==> config.mk <==
export PLATFORM = sky130hd
export DESIGN_NAME = pe_feeder
export DESIGN_NICKNAME = d
export VERILOG_FILES = /design/src/rtl/pe_feeder.sv
export SDC_FILE = /design/constraint.sdc
export NUM_CORES = 1
export LEC_CHECK = 0
export BUFFER_PORTS_ARGS = -buffer_cell sky130_fd_sc_hd__buf_2
export CAP_MARGIN = 40
export CORE_MARGIN = 5
export CORE_UTILIZATION = 53
export CTS_BUF_LIST = sky130_fd_sc_hd__clkbuf_16
export DETAILED_ROUTE_END_ITERATION = 8
export PLACE_DENSITY = 0.78
export SETUP_SLACK_MARGIN = 0.02
export SLEW_MARGIN = 25
export SYNTH_ARGS = -nofsm -noshare
export SYNTH_HDL_FRONTEND = slang
export SYNTH_SLANG_ARGS = --single-unit
==> constraint.sdc <==
create_clock -name clk -period 4 [get_ports clk]
set_clock_uncertainty 0.2 [all_clocks]
set_input_delay 0.6 -clock clk [delete_from_list [all_inputs] [get_ports clk]]
set_output_delay 0.6 -clock clk [all_outputs]
set_load 0.01 [all_outputs]
==> src/rtl/pe_feeder.sv <==
// pe_feeder: buffers complex input words and feeds one PE chain head.
// Each frame is sent as an unbroken LOAD_NUM-word burst. The feeder then
// waits for ALPHA_NUM alpha words, or for a timeout, and idles one GAP
// cycle before the next frame may start. Alpha words are forwarded with
// one cycle of latency. Protocol errors and PE hangs are recorded in
// sticky flags.
module pe_feeder #(
   parameter int DATA_WIDTH = 16,
   parameter int LOAD_NUM   = 16,
   parameter int ALPHA_NUM  = 4,
   parameter int FIFO_DEPTH = 32,
   parameter int TIMEOUT    = 1024
) (
   input  logic                    clk,
   input  logic                    rst,
   input  logic                    s_valid,
   input  logic [2*DATA_WIDTH-1:0] s_data,
   output logic                    s_ready,
   output logic                    dout_pe_v,
   output logic [2*DATA_WIDTH-1:0] dout_pe,
   input  logic                    din_alpha_v,
   input  logic [2*DATA_WIDTH-1:0] din_alpha,
   output logic                    m_alpha_v,
   output logic [2*DATA_WIDTH-1:0] m_alpha,
   output logic                    busy,
   output logic [15:0]             frame_cnt,
   output logic                    err_unexp,
   output logic                    err_timeout
);

   localparam int BW = 2*DATA_WIDTH;
   localparam int AW = $clog2(FIFO_DEPTH);
   localparam int CW = AW + 1;
   localparam int LW = $clog2(LOAD_NUM + 1);
   localparam int NW = $clog2(ALPHA_NUM + 1);
   localparam int TW = $clog2(TIMEOUT + 1);

   localparam logic [CW-1:0] DEPTH_C    = CW'(FIFO_DEPTH);
   localparam logic [CW-1:0] LOAD_CNT_C = CW'(LOAD_NUM);
   localparam logic [LW-1:0] LOAD_C     = LW'(LOAD_NUM);
   localparam logic [NW-1:0] ALPHA_LAST = NW'(ALPHA_NUM - 1);
   localparam logic [TW-1:0] TOUT_LAST  = TW'(TIMEOUT - 1);

   typedef enum logic [1:0] {S_IDLE, S_BURST, S_WAIT, S_GAP} state_t;

   state_t                    state, state_nxt;
   logic [FIFO_DEPTH-1:0][BW-1:0] mem;
   logic [AW-1:0]             wr_ptr, rd_ptr;
   logic [CW-1:0]             count;
   logic [LW-1:0]             bcnt;     // words issued in the current burst
   logic [NW-1:0]             acnt;     // alphas seen in the current WAIT
   logic [TW-1:0]             timer;    // cycles spent in the current WAIT
   logic                      push, pop, frame_done, tmo;

   assign s_ready = (count < DEPTH_C);
   assign push    = s_valid & s_ready;
   assign busy    = (state != S_IDLE);

   // State register.
   always_ff @(posedge clk) begin
      if (!rst) state <= S_IDLE;
      else      state <= state_nxt;
   end

   // Next-state logic. The burst pops its first word at the IDLE->BURST
   // edge, so the registered word appears on the bus the cycle after the
   // decision and the PE sees LOAD_NUM back-to-back valids.
   always_comb begin
      state_nxt  = state;
      pop        = 1'b0;
      frame_done = 1'b0;
      tmo        = 1'b0;
      case (state)
         S_IDLE: begin
            if (count >= LOAD_CNT_C) begin
               pop       = 1'b1;
               state_nxt = S_BURST;
            end
         end
         S_BURST: begin
            if (bcnt < LOAD_C) pop = 1'b1;
            else               state_nxt = S_WAIT;
         end
         S_WAIT: begin
            // A final alpha arriving on the last timer cycle still completes the frame.
            if (din_alpha_v && (acnt == ALPHA_LAST)) begin
               frame_done = 1'b1;
               state_nxt  = S_GAP;
            end else if (timer == TOUT_LAST) begin
               tmo       = 1'b1;
               state_nxt = S_GAP;
            end
         end
         S_GAP:   state_nxt = S_IDLE;
         default: state_nxt = S_IDLE;
      endcase
   end

   // FIFO storage; contents need no reset because count gates every read.
   always_ff @(posedge clk) begin
      if (push) mem[wr_ptr] <= s_data;
   end

   // FIFO pointers and occupancy. Pointers wrap naturally (depth is 2^AW).
   always_ff @(posedge clk) begin
      if (!rst) begin
         wr_ptr <= '0;
         rd_ptr <= '0;
         count  <= '0;
      end else begin
         if (push) wr_ptr <= wr_ptr + AW'(1);
         if (pop)  rd_ptr <= rd_ptr + AW'(1);
         case ({push, pop})
            2'b10:   count <= count + CW'(1);
            2'b01:   count <= count - CW'(1);
            default: count <= count;
         endcase
      end
   end

   // PE data-in register: word valid only while popping, zero otherwise.
   always_ff @(posedge clk) begin
      if (!rst) begin
         dout_pe_v <= 1'b0;
         dout_pe   <= '0;
      end else begin
         dout_pe_v <= pop;
         dout_pe   <= pop ? mem[rd_ptr] : '0;
      end
   end

   // Burst word counter; restarts at 1 on the pop that opens the burst.
   always_ff @(posedge clk) begin
      if (!rst)      bcnt <= '0;
      else if (pop)  bcnt <= (state == S_IDLE) ? LW'(1) : bcnt + LW'(1);
   end

   // Alpha counter and hang timer, active only in WAIT and cleared elsewhere.
   always_ff @(posedge clk) begin
      if (!rst || state != S_WAIT) begin
         acnt  <= '0;
         timer <= '0;
      end else begin
         timer <= timer + TW'(1);
         if (din_alpha_v) acnt <= acnt + NW'(1);
      end
   end

   // Completed-frame counter and sticky error flags.
   always_ff @(posedge clk) begin
      if (!rst) begin
         frame_cnt   <= '0;
         err_unexp   <= 1'b0;
         err_timeout <= 1'b0;
      end else begin
         if (frame_done) frame_cnt <= frame_cnt + 16'd1;
         if (din_alpha_v && state != S_WAIT) err_unexp <= 1'b1;
         if (tmo) err_timeout <= 1'b1;
      end
   end

   // Alpha forwarding: one register stage in every state, data zeroed when idle.
   always_ff @(posedge clk) begin
      if (!rst) begin
         m_alpha_v <= 1'b0;
         m_alpha   <= '0;
      end else begin
         m_alpha_v <= din_alpha_v;
         m_alpha   <= din_alpha_v ? din_alpha : '0;
      end
   end

endmodule

==> impl_metrics.json, run 1 <==
{
  "drive_above_1_share": 0.287,
  "io_pins": 154,
  "fin_crit_ps": 3320,
  "start_util": 0.533,
  "dieHeight_um": 297,
  "critPathLaunchType": "flip-flop",
  "rsz0062_at_grt": "no",
  "async_flop_share": 0,
  "wl_met3_um": 10000,
  "cts_buffer_depth": 3,
  "cts_buffers": 110,
  "reg2reg_slack_ps": 680,
  "row_count": 105,
  "hold_class": "primary input to flip-flop",
  "grt_pass1_wl_um": 155000,
  "regArea_sq_mm": 0.0332,
  "critPathMaxFanout": 15,
  "syn_area_per_cell_sq_um": 20.2,
  "arrival_ps": 3730,
  "cts_hold_buf": 31,
  "fp.dieW_um": 297,
  "status": "complete, no violations",
  "gp_congestion": 0.812,
  "grt_pass1_vias": 23406,
  "finalHoldViolCount": 0,
  "synth_top_area_frac": 0.706,
  "cts_setup_buffers": 0,
  "dieArea_sq_mm": 0.0880,
  "ctsResizeCount": 0,
  "clk_latency_ps": 700,
  "critPathRequiredTime_ps": 4410,
  "setup_violations": 0,
  "multi_input_area_sq_mm": 0.00993,
  "synth_area_leaders": "edfxtp_1 71%, mux4_2 13%, dfxtp_1 5.6%, nand2_1 1.0%, mux2_2 0.88%",
  "synth_fp_nets": 2239,
  "avgViaCountPerCell": 6.24,
  "nFillCells": 5355,
  "nNetsFinal": 2487,
  "wl_um": 106000,
  "cts-htree-levels": 3,
  "highest_layer": "met4",
  "first_pass_iters": 7,
  "vias": 22254,
  "power_density_mw_per_mm2": 504,
  "slew_violations": 0,
  "cts.sinks": 1145,
  "tightest_slew_ps": 804,
  "core_area_sq_mm": 0.0817,
  "slew_headroom": 0.462,
  "ir_drop_mv": 0.392,
  "p_leak_nw": 16.1,
  "fmaxAchievable_mhz": 301,
  "antenna_left": 0,
  "fin_crit_sh": 0.830,
  "worstSetupEndpointType": "flip-flop",
  "ys_ff_latch": 1145,
  "drt_iter0_markers": 2669,
  "port_buffers": 153,
  "hpwl_um": 56000,
  "grt_overflow": 0,
  "grt_usage": 0.243,
  "synth.yosys.seq_area_share": 0.762,
  "wl_met2_um": 54200,
  "antenna_found_initial": 2,
  "area_growth_pct": 15.2,
  "power_mw": 25.3,
  "crit_type": "flip-flop to flip-flop",
  "drt-met1-wl_um": 37400,
  "clk_pin_slew_ps": 60,
  "drc": 0,
  "wl_per_cell_um": 29.7,
  "synth_edf_count": 1024,
  "ys_types": 53,
  "drv_cap": 0,
  "yosysTopAreaCell": "edfxtp_1",
  "synthFlopType": "edfxtp_1",
  "fin_tns_setup_ps": 0,
  "synth_area_sq_mm": 0.0435,
  "syn_inst": 2154,
  "cts_tree": "done",
  "grt_max_degree": 80,
  "synth-warning-count": 0,
  "cts_root_buffer": "clkbuf_16"
}
-- registers in the layout, summed over array words and instances (netlist names), 2 cells and up --
signal     flops
acnt           3
bcnt           5
count          6
dout_pe       32
frame_cnt     16
m_alpha       32
mem         1024
rd_ptr         5
state          2
timer         11
wr_ptr         5
-- cell usage in the layout (no fill, tap or decap), types with 15 or more instances in the layout --
cell type,synthesis,layout
nand3_1,24,24
edfxtp_1,1024,1024
mux4_2,255,255
mux2_2,34,34
o22ai_1,36,36
clkinv_2,0,16
nor2b_1,37,37
dlygate4sd3_1,0,31
xor2_1,16,16
nor2_1,61,29
dfxtp_1,121,118
buf_2,36,153
a211oi_1,26,26
clkbuf_16,0,111
xnor2_1,19,19
and2_1,21,21
clkinv_1,1,18
and3_1,39,39
inv_1,10,38
nor3_1,33,33
bufinv_16,0,15
nand2b_1,38,37
buf_4,17,42
buf_12,0,26
nand2_1,117,117
nor2_4,0,32
o22a_1,25,25
ha_1,17,17
-- cell families (layout without fill, tap and decap cells) --
| group | after synthesis | in the layout | synth area share |
|---|---|---|---|
| flip-flops | 1145 | 1145 | 0.762 |
| AND/OR/NAND/NOR | 398 | 398 | 0.0457 |
| multiplexers | 302 | 302 | 0.144 |
| buffers and inverters | 130 | 473 | 0.0153 |
| AO/OA/AOI/OAI | 127 | 127 | 0.0213 |
| XOR/XNOR | 35 | 35 | 0.00704 |
| adder cells (fa/ha/maj) | 17 | 17 | 0.00489 |
| other | 0 | 2 | 0 |
-- final cells by class --
class / count / share of cell area
Clock inverter: 96 / 0.0181
Inverter: 11 / 0.000823
Multi-Input combinational cell: 879 / 0.198
Sequential cell: 1145 / 0.662
Tap cell: 1070 / 0.0267
Antenna cell: 2 / 0.0000998
Clock buffer: 111 / 0.0554
Timing Repair Buffer: 255 / 0.0392
-- worst paths after layout --
path,start,end,cells past startpoint
min,din_alpha[4],m_alpha[4]$_SDFF_PN0_,2
min reg2reg,timer[0]$_SDFF_PP0_,timer[0]$_SDFF_PP0_,1
max reg2reg,state[1]$_SDFFE_PN0P_,count[4]$_SDFFE_PN0P_,11
max,state[1]$_SDFFE_PN0P_,count[4]$_SDFFE_PN0P_,11
-- cells in the mapped netlist, types with 16 or more instances --
cell type	count
and3_1	39
nor2_1	61
o22a_1	25
nand2_1	117
a211oi_1	26
nor2b_1	37
xor2_1	16
edfxtp_1	1024
mux2_2	34
buf_2	36
ha_1	17
clkbuf_1	47
nor3_1	33
nand2b_1	38
o22ai_1	36
dfxtp_1	121
buf_4	17
and2_1	21
nand3_1	24
xnor2_1	19
mux4_2	255
-- where the power goes --
group | switching, mW | internal [mW] | total [mW] | leakage, nW
logic | 0.913 | 0.607 | 1.52 | 4.05
clock network | 4.47 | 6.03 | 10.5 | 1.89
registers | 0.103 | 13.2 | 13.3 | 10.2
-- worst max-delay path: stages (launching register included) --
cell,delay (ps)
dfxtp_1,330
inv_1,110
ha_1,170
nor2b_1,260
o21bai_1,150
buf_4,220
ha_1,480
xor2_1,130
ha_1,250
or4_1,480
a31oi_1,230
mux2i_1,220
-- per-stage QoR --
step                setup slack (ps)   util  instance area, sq um  hold slack (ps)  std cells
finish                           679  0.614                 50200             43.5       3569
global route                     482  0.614                 50200             29.3       3569
CTS                              651  0.614                 50100             8.01       3566
detailed placement               407  0.565                 46100              255       3328
global placement                 388  0.564                 46100              243       3326
floorplan                        717      -                 43500              230       2154
-- routing by layer --
metal | track usage | up-vias
li1 | - | 9209
met1 | 0.314 | 11459
met2 | 0.410 | 1349
met3 | 0.0502 | 237
met4 | 0.0970 | 0
met5 | 0 | -
Note: power is estimated with default switching activity, not from simulation.
==> run 2: changes to the inputs <==
==> constraint.sdc (replaced) <==
create_clock -name clk -period 3.1 [get_ports clk]
set_clock_uncertainty 0.2 [all_clocks]
set_input_delay 0.465 -clock clk [delete_from_list [all_inputs] [get_ports clk]]
set_output_delay 0.465 -clock clk [all_outputs]
set_load 0.01 [all_outputs]
==> run 2 against run 1 <==
- clock-buffer cell count grew 4
- non-clock buffer count grew 55
- critical path depth shrank 1
- sequential power grew 29%
- clock power grew 32%
- global-route usage grew 0.19 points
- final cell count grew 1.5%
- sequential share of layout area shrank 0.91 points
- worst hold slack gained 12 ps
- core utilization grew 0.86 points
- combinational power grew 31%
- largest power group unchanged
==> impl_metrics.json, run 2 (same netlist as run 1, synthesis figures left out) <==
{
  "cpPeakStageDelay_ps": 480,
  "wl_um": 107000,
  "p_leak_nw": 16.5,
  "finalHoldViolCount": 0,
  "cts_setup_buffers": 0,
  "whs_path_depth": 4,
  "crit_type": "flip-flop to flip-flop",
  "r2r-start": "state[1]$_SDFFE_PN0P_",
  "port_buffers": 153,
  "hold_class": "primary input to flip-flop",
  "drt_iter0_markers": 2875,
  "grt_overflow": 0,
  "avgViaCountPerCell": 6.26,
  "cts_buffer_depth": 3,
  "drive_above_1_share": 0.304,
  "final_util": 0.622,
  "dieHeight_um": 297,
  "setup_violations": 0,
  "rsz0062_at_grt": "no",
  "rr_worst_depth": 10,
  "top_register": "mem",
  "start_util": 0.533,
  "arrival_ps": 3190,
  "grt_pass1_vias": 23840,
  "first_pass_iters": 5,
  "fin_hold_ws_ps": 55.1,
  "fin_crit_sh": 0.895,
  "core_area_sq_mm": 0.0817,
  "fmaxAchievable_mhz": 360,
  "slowest_stage": "or4_1",
  "wl_per_cell_um": 29.5,
  "cts_tree": "done",
  "layout_commonest_cell": "edfxtp_1",
  "hpwl_um": 58700,
  "cts_buffers": 110,
  "critPathLaunchType": "flip-flop",
  "fp.dieW_um": 297,
  "drc": 0,
  "gp_congestion": 0.823,
  "row_count": 105,
  "power_density_mw_per_mm2": 648,
  "crit_chain": "inv_1 > ha_1 > nor2b_1 > o21bai_1 > ha_1 > xor2_1 > ha_1 > or4_1 > a31oi_1 > mux2i_1",
  "cts-htree-levels": 3,
  "slew_violations": 0,
  "reg2reg_slack_ps": 330,
  "ir_drop_mv": 0.596,
  "slew_headroom": 0.477,
  "cp_top_family": "simple AND/OR/NAND/NOR gates",
  "status": "complete, no violations",
  "grt_pass1_wl_um": 157000,
  "vias": 22684,
  "cts.sinks": 1145,
  "clk_latency_ps": 700,
  "worstHoldStart": "din_alpha_v",
  "io_pins": 154,
  "drv_cap": 0,
  "cp_common_cell": "ha_1",
  "worstSetupEndpointType": "flip-flop",
  "reg_top3": "mem (1024), dout_pe (32), m_alpha (32)",
  "critPathMaxFanout": 4,
  "largest_reg_flops": 1024,
  "fin_crit_ps": 2770,
  "clk_pin_slew_ps": 70,
  "min_to": "frame_cnt[1]$_SDFFE_PN0P_",
  "nNetsFinal": 2542,
  "grt_usage": 0.245,
  "fin_tns_setup_ps": 0,
  "final_cell_mix": "1024 x edfxtp_1, 255 x mux4_2, 153 x buf_2",
  "dieArea_sq_mm": 0.0880,
  "cts_root_buffer": "clkbuf_16",
  "power_mw": 33.0,
  "area_growth_pct": 16.8,
  "critPathRequiredTime_ps": 3510,
  "r2r_end": "count[4]$_SDFFE_PN0P_",
  "worst-path-buf-inv": 1,
  "grt_max_degree": 50,
  "tightest_slew_ps": 783,
  "antenna_found_initial": 1,
  "antenna_left": 0
}
## run 2: changes by cell type in the layout (fill, tap and decap cells not counted), moves of 2 or more
| cell | previous run | this run |
|---|---|---|
| clkbuf_16 | 111 | 115 |
| inv_2 | 0 | 2 |
| clkinv_2 | 16 | 21 |
| clkinv_4 | 4 | 1 |
| clkinvlp_4 | 8 | 3 |
| buf_12 | 26 | 42 |
| clkinv_8 | 0 | 2 |
| inv_6 | 6 | 1 |
| buf_4 | 42 | 83 |
| bufinv_16 | 15 | 17 |
| inv_1 | 38 | 34 |
## run 2: routing by layer
| layer | up-vias | track usage | wire length, um |
|---|---|---|---|
| li1 | 9326 | - | - |
| met1 | 11740 | 0.316 | 37800 |
| met2 | 1371 | 0.421 | 55000 |
| met3 | 247 | 0.0487 | 10200 |
| met4 | 0 | 0.0863 | 3960 |
| met5 | - | 0 | 0 |
## run 2: timing repair
| action | 4_1_cts | 5_1_grt |
|---|---|---|
| endpoints found under the setup margin | 0 | 0 |
| resized for setup | 0 | 0 |
| endpoints found under the hold margin | 32 | 0 |
| hold buffers | 32 | 0 |
## run 2: worst max path at each step
stage               cells past startpoint             startpoint                    end
floorplan                               4                s_valid     mem[736]$_DFFE_PP_
global placement                       10  state[0]$_SDFFE_PN0P_  count[4]$_SDFFE_PN0P_
detailed placement                     10  state[1]$_SDFFE_PN0P_  count[4]$_SDFFE_PN0P_
CTS                                    10  state[1]$_SDFFE_PN0P_  count[4]$_SDFFE_PN0P_
global route                           10  state[1]$_SDFFE_PN0P_  count[4]$_SDFFE_PN0P_
finish                                 10  state[1]$_SDFFE_PN0P_  count[4]$_SDFFE_PN0P_
## run 2: layout make-up
cell class | count | area [sq um]
Antenna cell | 3 | 7.51
Clock buffer | 115 | 2880
Clock inverter | 91 | 916
Fill cell | 5348 | 30900
Inverter | 11 | 41.3
Multi-Input combinational cell | 879 | 9940
Sequential cell | 1145 | 33200
Tap cell | 1070 | 1340
Timing Repair Buffer | 310 | 2550
## run 2: worst reg2reg max path: stages, from the launching register on
cell	delay [ps]
dfxtp_1	360
inv_1	90
ha_1	190
nor2b_1	160
o21bai_1	180
ha_1	210
xor2_1	150
ha_1	230
or4_1	480
a31oi_1	240
mux2i_1	220
## run 2: power by group
group / internal, mW / total, mW / switching, mW
sequential: 17.0 / 17.1 / 0.130
clock: 8.13 / 13.9 / 5.73
combinational: 0.827 / 1.99 / 1.16
## run 2: metrics by stage
stage               instances  area [sq um]  worst slack [ps]
floorplan                2154         43500             -30.5
global placement         3383         46700               408
detailed placement       3383         46700               335
CTS                      3621         50800               339
global route             3621         50800               190
finish                   3624         50900               326
